**src/rtl/pattern_history_table_pkg.sv**
```systemverilog
// Shared types for the two-level branch predictor's pattern history table.
// Latency: n/a (types and helper only). Backpressure: n/a.
// Holds counter/index types, the counter reset value and the saturating update.
package pattern_history_table_pkg;

    localparam int LC3B_PHT_IDX_W = 8;

    typedef logic [15:0]               lc3b_word;
    typedef logic [LC3B_PHT_IDX_W-1:0] lc3b_pht_ind;
    typedef logic [1:0]                lc3b_pht_ctr;

    localparam lc3b_pht_ctr PHT_CTR_INIT = 2'b01;

    typedef enum logic {
        PHT_INIT  = 1'b0,
        PHT_READY = 1'b1
    } pht_state_e;

    function automatic lc3b_pht_ctr ctr_sat_update(input lc3b_pht_ctr ctr, input logic taken);
        lc3b_pht_ctr res;
        res = ctr;
        if (taken && ctr != 2'b11) begin
            res = ctr + 2'b01;
        end else if (!taken && ctr != 2'b00) begin
            res = ctr - 2'b01;
        end
        return res;
    endfunction

endpackage

```
**src/rtl/pht_index_fifo.sv**
```systemverilog
// In-order FIFO of table indices for predictions awaiting resolution.
// Latency: push visible at the head on the next cycle. Backpressure: push ignored when full.
// Clear wins over push/pop in the same cycle; DEPTH must be a power of two >= 2.
module pht_index_fifo #(
    parameter int W     = 8,
    parameter int DEPTH = 4
) (
    input  logic                     clk,
    input  logic                     reset,
    input  logic                     push,
    input  logic [W-1:0]             push_dat,
    input  logic                     pop,
    input  logic                     clear,
    output logic [W-1:0]             pop_dat,
    output logic [$clog2(DEPTH):0]   count,
    output logic                     full,
    output logic                     empty
);

    localparam int PTR_W = $clog2(DEPTH);
    localparam int CNT_W = PTR_W + 1;

    logic [W-1:0]     mem_q [DEPTH];
    logic [PTR_W-1:0] wr_ptr_q, wr_ptr_d;
    logic [PTR_W-1:0] rd_ptr_q, rd_ptr_d;
    logic [CNT_W-1:0] count_q, count_d;
    logic             do_push, do_pop;

    assign full    = (count_q == CNT_W'(DEPTH));
    assign empty   = (count_q == '0);
    assign count   = count_q;
    assign pop_dat = mem_q[rd_ptr_q];
    assign do_push = push && !full;
    assign do_pop  = pop && !empty;

    always_comb begin
        wr_ptr_d = wr_ptr_q + {{(PTR_W-1){1'b0}}, do_push};
        rd_ptr_d = rd_ptr_q + {{(PTR_W-1){1'b0}}, do_pop};
        count_d  = count_q + {{(CNT_W-1){1'b0}}, do_push} - {{(CNT_W-1){1'b0}}, do_pop};
        if (clear) begin
            wr_ptr_d = '0;
            rd_ptr_d = '0;
            count_d  = '0;
        end
    end

    always_ff @(posedge clk) begin
        if (reset) begin
            wr_ptr_q <= '0;
            rd_ptr_q <= '0;
            count_q  <= '0;
        end else begin
            wr_ptr_q <= wr_ptr_d;
            rd_ptr_q <= rd_ptr_d;
            count_q  <= count_d;
        end
    end

    always_ff @(posedge clk) begin
        if (!reset && do_push && !clear) begin
            mem_q[wr_ptr_q] <= push_dat;
        end
    end

endmodule

```
**src/rtl/pattern_history_table.sv**
```systemverilog
// Pattern history table: 2-bit counters indexed by {PC, local history}; PHT_BYPASS_EN forwards same-cycle updates.
// Latency: prediction combinational (0 cycles); counter updates visible next cycle.
// Backpressure: pred_ready low during init walk or when INFLIGHT_DEPTH predictions are unresolved.
module pattern_history_table
    import pattern_history_table_pkg::*;
#(
    parameter int PHT_IDX_W      = 8,
    parameter int HIST_W         = 4,
    parameter int INFLIGHT_DEPTH = 4
) (
    input  logic                              clk,
    input  logic                              reset,
    input  logic                              pred_valid,
    input  lc3b_word                          pc_pred_in,
    input  logic [HIST_W-1:0]                 hist_in,
    output logic                              pred_ready,
    output logic                              pred_taken,
    input  logic                              resolve_valid,
    input  logic                              resolve_taken,
    input  logic                              flush,
    output logic                              init_busy,
    output logic [$clog2(INFLIGHT_DEPTH):0]   inflight_count,
    output logic                              resolve_err
);

    localparam int ENTRIES = 2 ** PHT_IDX_W;

    pht_state_e            state_q, state_d;
    logic [PHT_IDX_W-1:0]  init_idx_q, init_idx_d;
    logic                  resolve_err_q, resolve_err_d;
    lc3b_pht_ctr           ctr_q [ENTRIES];

    logic                  is_ready;
    logic [PHT_IDX_W-1:0]  pred_idx;
    logic [PHT_IDX_W-1:0]  upd_idx;
    lc3b_pht_ctr           upd_dat;
    logic                  upd_en;
    logic                  ctr_wr_en;
    logic [PHT_IDX_W-1:0]  ctr_wr_idx;
    lc3b_pht_ctr           ctr_wr_dat;
    lc3b_pht_ctr           rd_ctr;
    logic                  fifo_full, fifo_empty, fifo_push;
    logic                  unused_pc_bits;

    // PC bit 0 and the bits above the index window do not participate.
    assign unused_pc_bits = ^{pc_pred_in[15:PHT_IDX_W-HIST_W+1], pc_pred_in[0]};
    assign pred_idx       = {pc_pred_in[PHT_IDX_W-HIST_W:1], hist_in};

    always_ff @(posedge clk) begin
        if (reset) begin
            state_q       <= PHT_INIT;
            init_idx_q    <= '0;
            resolve_err_q <= 1'b0;
        end else begin
            state_q       <= state_d;
            init_idx_q    <= init_idx_d;
            resolve_err_q <= resolve_err_d;
        end
    end

    always_comb begin
        state_d    = state_q;
        init_idx_d = init_idx_q;
        if (state_q == PHT_INIT) begin
            init_idx_d = init_idx_q + 1'b1;
            if (&init_idx_q) begin
                state_d = PHT_READY;
            end
        end
    end

    always_comb begin
        init_busy = (state_q == PHT_INIT);
        is_ready  = (state_q == PHT_READY);
    end

    assign pred_ready = is_ready && !fifo_full;

    always_comb begin
        upd_en        = resolve_valid && is_ready && !fifo_empty;
        upd_dat       = ctr_sat_update(ctr_q[upd_idx], resolve_taken);
        resolve_err_d = resolve_err_q | (resolve_valid && !upd_en);
        ctr_wr_en     = upd_en;
        ctr_wr_idx    = upd_idx;
        ctr_wr_dat    = upd_dat;
        if (init_busy) begin
            ctr_wr_en  = 1'b1;
            ctr_wr_idx = init_idx_q;
            ctr_wr_dat = PHT_CTR_INIT;
        end
    end

    always_ff @(posedge clk) begin
        if (!reset && ctr_wr_en) begin
            ctr_q[ctr_wr_idx] <= ctr_wr_dat;
        end
    end

    always_comb begin
        rd_ctr = ctr_q[pred_idx];
`ifdef PHT_BYPASS_EN
        if (upd_en && upd_idx == pred_idx) begin
            rd_ctr = upd_dat;
        end
`endif
        pred_taken = pred_ready && rd_ctr[1];
    end

    // A prediction accepted under flush is returned but never tracked.
    assign fifo_push = pred_valid && pred_ready && !flush;

    pht_index_fifo #(
        .W     (PHT_IDX_W),
        .DEPTH (INFLIGHT_DEPTH)
    ) u_index_fifo (
        .clk      (clk),
        .reset    (reset),
        .push     (fifo_push),
        .push_dat (pred_idx),
        .pop      (upd_en),
        .clear    (flush),
        .pop_dat  (upd_idx),
        .count    (inflight_count),
        .full     (fifo_full),
        .empty    (fifo_empty)
    );

    assign resolve_err = resolve_err_q;

endmodule

```
**config.mk**
```make
export PLATFORM = sky130hd
export DESIGN_NAME = pattern_history_table
export DESIGN_NICKNAME = d
export VERILOG_FILES = /design/src/rtl/pattern_history_table_pkg.sv /design/src/rtl/pht_index_fifo.sv /design/src/rtl/pattern_history_table.sv
export SDC_FILE = /design/constraint.sdc
export NUM_CORES = 1
export LEC_CHECK = 0
export CORE_MARGIN = 2
export CORE_UTILIZATION = 25
export CTS_CLUSTER_DIAMETER = 40
export DETAILED_ROUTE_END_ITERATION = 7
export GPL_ROUTABILITY_DRIVEN = 0
export PLACE_DENSITY = 0.41
export SKIP_CTS_REPAIR_TIMING = 1
export SYNTH_ARGS = -nofsm -noshare
export SYNTH_HDL_FRONTEND = slang
export SYNTH_HIERARCHICAL = 1
export SYNTH_SLANG_ARGS = --single-unit
```
**constraint.sdc**
```tcl
create_clock -name clk -period 79.6 [get_ports clk]
set_clock_uncertainty 0.1 [all_clocks]
set_input_delay 23.88 -clock clk [delete_from_list [all_inputs] [get_ports clk]]
set_output_delay 23.88 -clock clk [all_outputs]
set_load 0.01 [all_outputs]
```
Yosys cells after proc, flatten, opt, wreduce, memory -nomap -nowiden
Memory sizes are Yosys's and may differ from the RTL's. A register that Yosys moved wholly into a read port is not among the register bits.
Index checks and enable logic that the tools add are counted.
{ "totals": {"ff_bits": 17, "latchBits": 0, "ramBits": 544, "rom_bits": 0, "inputBits": 26, "out_inout_bits": 7, "mem_count": 2} }
{ "memory_table": {"columns": ["name", "depth", "word_bits", "rd", "rd_clocked_by_memory_dff", "wr", "line", "rtl"], "rows": [
  ["ctr_q", 256, 2, 2, 0, 1, "pattern_history_table.sv:31", "lc3b_pht_ctr ctr_q [ENTRIES];"],
  ["u_index_fifo.mem_q", 4, 8, 1, 1, 1, "pht_index_fifo.sv:23", "logic [W-1:0] mem_q [DEPTH];"]
]} }
{ "classes": {"addsub": 7, "mul": 0, "n_div": 0, "order_cmp": 0, "eq_ne": 2, "shifts": 0, "n_mux": 12, "n_bitwise": 2, "reduce_logical": 24} }
{ "op_table": {"columns": ["cell", "count"], "rows": [
  ["1-bit logical AND", 14],
  ["8-bit by 1-bit adder with 8-bit output (second input constant)", 1],
  ["2-bit two-way mux", 4],
  ["8-bit two-way mux", 1],
  ["8-bit AND reduction", 1],
  ["1-bit two-way mux", 7],
  ["1-bit logical NOT", 6],
  ["2-bit by 1-bit adder with 2-bit output", 2],
  ["3-bit by 1-bit adder with 3-bit output", 1],
  ["3-bit equality test (second input constant)", 1],
  ["3-bit logical NOT", 1],
  ["3-bit by 1-bit subtractor with 3-bit output", 1],
  ["2-bit by 1-bit adder with 2-bit output (second input constant)", 1],
  ["2-bit inequality test (second input constant)", 1],
  ["2-bit nonzero test", 1],
  ["2-bit OR reduction", 1],
  ["2-bit by 1-bit subtractor with 2-bit output (second input constant)", 1],
  ["1-bit inverter", 1],
  ["1-bit OR", 1]
]} }

Depth between registers and ports, before layout
{ "depth": {"word_depth": 10, "depth_mapped": 19, "mapped_depth_nobuf": 13} }

Modules after synthesis
Netlist, hierarchy kept.
{ "by_module_without_submodules": {"columns": ["module", "instances", "cells_per_inst", "area_per_inst_um2", "seq_area_each_um2"], "rows": [
  ["pattern_history_table", 1, 1361, 23506.3, 15574.9],
  ["pht_index_fifo", 1, 81, 1521.5, 1101.1]
]} }

Worst setup path before layout
Ideal clock, no wire load.
{ "synth_timing": {"kind": "input -> output", "startpoint": "in hist_in[0]", "endpoint": "out pred_taken", "arrival_ns": 26.125, "path_slack_ns": 29.495, "stages": 8, "path_buffers": 2, "path_cell_list": "clkbuf_1 -> buf_2 -> mux4_2 -> mux4_2 -> a22oi_1 -> a21oi_1 -> a211oi_1 -> a2111oi_0"} }
{ "synth_between": {"elab_chain_len": 2} }
{ "synth_rtl": {"columns": ["item", "line", "rtl"], "rows": [
  ["start: declaration", "pattern_history_table.sv:15", "input logic [HIST_W-1:0] hist_in,"],
  ["memory 256 x 2 bit", null, null],
  ["1-bit logical AND", "pattern_history_table.sv:106", "pred_taken = pred_ready && rd_ctr[1];"],
  ["end: declaration", "pattern_history_table.sv:17", "output logic pred_taken,"]
]} }
Every way passes these cells.

Worst setup path in the final report
Same ends and word-level chain as after synthesis.

==> results.cfg <==
[outcome]
status = finished, final reports clean

[worst_hold_path]
hold_start = resolve_err
hold_path_depth = 2
hold_class = flip-flop to flip-flop
whs_endpoint = resolve_err

[final_layout]
syn_to_final_growth_pct = 18.83
fin_area_mm2 = 0.02974
n_antenna_cell = 0
drive_gt1_share_pct = 27.73
mostFrequentLayoutCells = 544 x edfxtp_1, 286 x nor2_1, 225 x mux4_2, 93 x clkbuf_16, 56 x nand2_1
final_common_cell = edfxtp_1
post-route-util_pct = 29.83
final_cell_count_no_fill = 2852
nets = 1512

[power]
p_leak_nw = 9.481
fin_total_pwr_mw = 0.7301
vdd_drop_max_mv = 0.01246
p_per_area_mw_per_mm2 = 24.55

[synthesis]
ys_types = 53
synth_top_area_share_pct = 65.27
synthesis.nets = 1474
ys_seq_area_share_pct = 66.63
ys_warn_count = 6
yosysTopAreaCell = edfxtp_1
synthTopCellsByArea = edfxtp_1 65%, mux4_2 21%, nor2_1 4.3%, dfxtp_1 1.4%, nand2_1 0.99%
ys_ff_latch = 561
synth-edff-count = 544
async_flop_share_pct = 0
synth_cells = 1442
netlist_area_mm2 = 0.02503
synth_area_per_cell_um2 = 17.36
synth_ff_type = edfxtp_1

[setup_path]
critical_path_buf_inv_count = 3
arrival_ps = 27760
crit_path_start_kind = primary input
critPathCaptureType = output port
cpPeakStageDelay_ps = 840
r2r_setup_slack_ps = 71360
cp_cell_sequence = buf_4 > buf_4 > mux4_2 > mux4_2 > a22oi_1 > nand2_1 > a211oi_1 > a2111oi_0 > clkdlybuf4s50_1
worstReg2RegStart = u_index_fifo/rd_ptr_q[0]
path_class = primary input to output port
crit_start = hist_in[0]
worst_r2r_path_depth = 16
critPathTopFamily = buffers and inverters
path_max_fanout = 44
timing.rr.end = ctr_q[9][1]
critPathRequiredTime_ps = 55620
cp_slowest_cell = buf_4

[sta]
tightest_slew_ps = 1102
drv_slew = 0
post-route-period-util_pct = 65.00
hold_slack_ps = 385.7
finalSetupViolCount = 0
rsz0062_at_grt = false
finalHoldViolations = 0
max_clock_freq_mhz = 19.33
fin_crit_ps = 51740
tns_ps = 0
relSlewSlack_pct = 26.39
layout_setup_ws_ps = 27860

[global_routing]
antenna_found_initial = 4
grt_overflow = 0
grt_pass1_vias = 14752
track_usage_pct = 14.49
grt_pass1_wl_mm = 107.3
grt_max_degree = 146

[floorplanning]
design.die.area_mm2 = 0.1027
rows = 116
num_io_pins = 33
dieHeight_um = 320.4
die_w_um = 320.4
start_util_pct = 25.10
core_mm2 = 0.09971

[route]
antenna_left = 0
drc_errors = 0
routed_via_density = 4.898
routed_wl_mm = 73.78
drtPass1Iterations = 5
dr_total_vias = 13969
drtIter0Drc = 1243
wl_per_cell_um = 25.87

[cts]
cts_buffers = 90
cts_buffer_depth = 3
clk_latency_ps = 630
cts.clk_slew.worst_paths_ps = 50
clockRootBuffer = clkbuf_16
tritoncts = built
cts.sinks = 561
htreeDepth = 3

[job]
drv_cap = 0

[place]
port-buffer-count = 20
dp_cells = 2686
dp_hpwl_mm = 43.46
post_dp_cell_area_mm2 = 0.02666
dp_slack_ps = 27830
state kept, by name, summed over array words and instances (netlist names):
signal	flops
ctr_q	512
u_index_fifo/count	3
u_index_fifo/mem_q	32
resolve_err	1
init_idx_q	8
is_ready	1
u_index_fifo/wr_ptr_q	2
u_index_fifo/rd_ptr_q	2
tightest hold or removal path, delay by kind of cell (launching register included):
family / cells / cell delay, ps
AO/OA/AOI/OAI: 1 / 40
flip-flops: 1 / 330
AND/OR/NAND/NOR: 1 / 70
worst max path at each step:
stage	end	slack (ps)	cells past startpoint
CTS	pred_taken	27830	9
finish	pred_taken	27860	9
floorplan	pred_taken	29490	8
global placement	pred_taken	27680	9
global route	pred_taken	27610	9
detailed placement	pred_taken	27830	9
kinds of logic after synthesis:
kind of cell               share of synthesized area [%]
adders and majority gates                         0.3300
muxes                                              21.49
buffers and inverters                              2.075
xor gates and xnor gates                          0.4549
AOI/OAI and AO/OA                                  2.385
and+or+nand+nor                                    6.634
DFF                                                66.63
layer usage:
| layer | vias up | track usage, % | part of all wire [%] |
|---|---|---|---|
| met4 | 0 | 4.737 | 2.6 |
| met5 | - | 0 | 0 |
| li1 | 5903 | - | - |
| met1 | 7538 | 20.01 | 45 |
| met2 | 402 | 23.36 | 48 |
| met3 | 126 | 2.248 | 5.0 |
cells in the mapped netlist (3+ instances only):
cell,number
edfxtp_1,544
nor2_1,286
mux4_2,228
nand2_1,66
clkbuf_1,64
buf_2,22
mux2i_1,21
a22oi_1,20
dfxtp_1,17
a21oi_1,16
inv_1,12
buf_4,11
nor3_1,10
nand3_1,9
o21ai_0,9
and2_1,8
nand2b_1,7
xor2_1,7
buf_1,6
nand4_1,6
xnor2_1,6
ha_1,5
nor2b_1,5
o221ai_1,5
a211oi_1,4
o2111ai_1,4
a31oi_1,3
o31ai_1,3
o32ai_1,3
or3_1,3
layout make-up:
type | count | area, um2
Tap cell | 1298 | 1624
Timing Repair Buffer | 50 | 415.4
Multi-Input combinational cell | 763 | 7890
Clock inverter | 63 | 698.2
Clock buffer | 103 | 2385
Sequential cell | 561 | 16680
Fill cell | 9741 | 69970
Inverter | 14 | 52.55
where the power goes:
part / total, mW / leakage, nW / internal, mW / switching [mW]
sequential: 0.320 / 5.49 / 0.320 / 0.000349
clock: 0.396 / 1.48 / 0.248 / 0.148
combinational: 0.0139 / 2.50 / 0.00552 / 0.00835
Note: power is estimated with default switching activity, not from simulation.
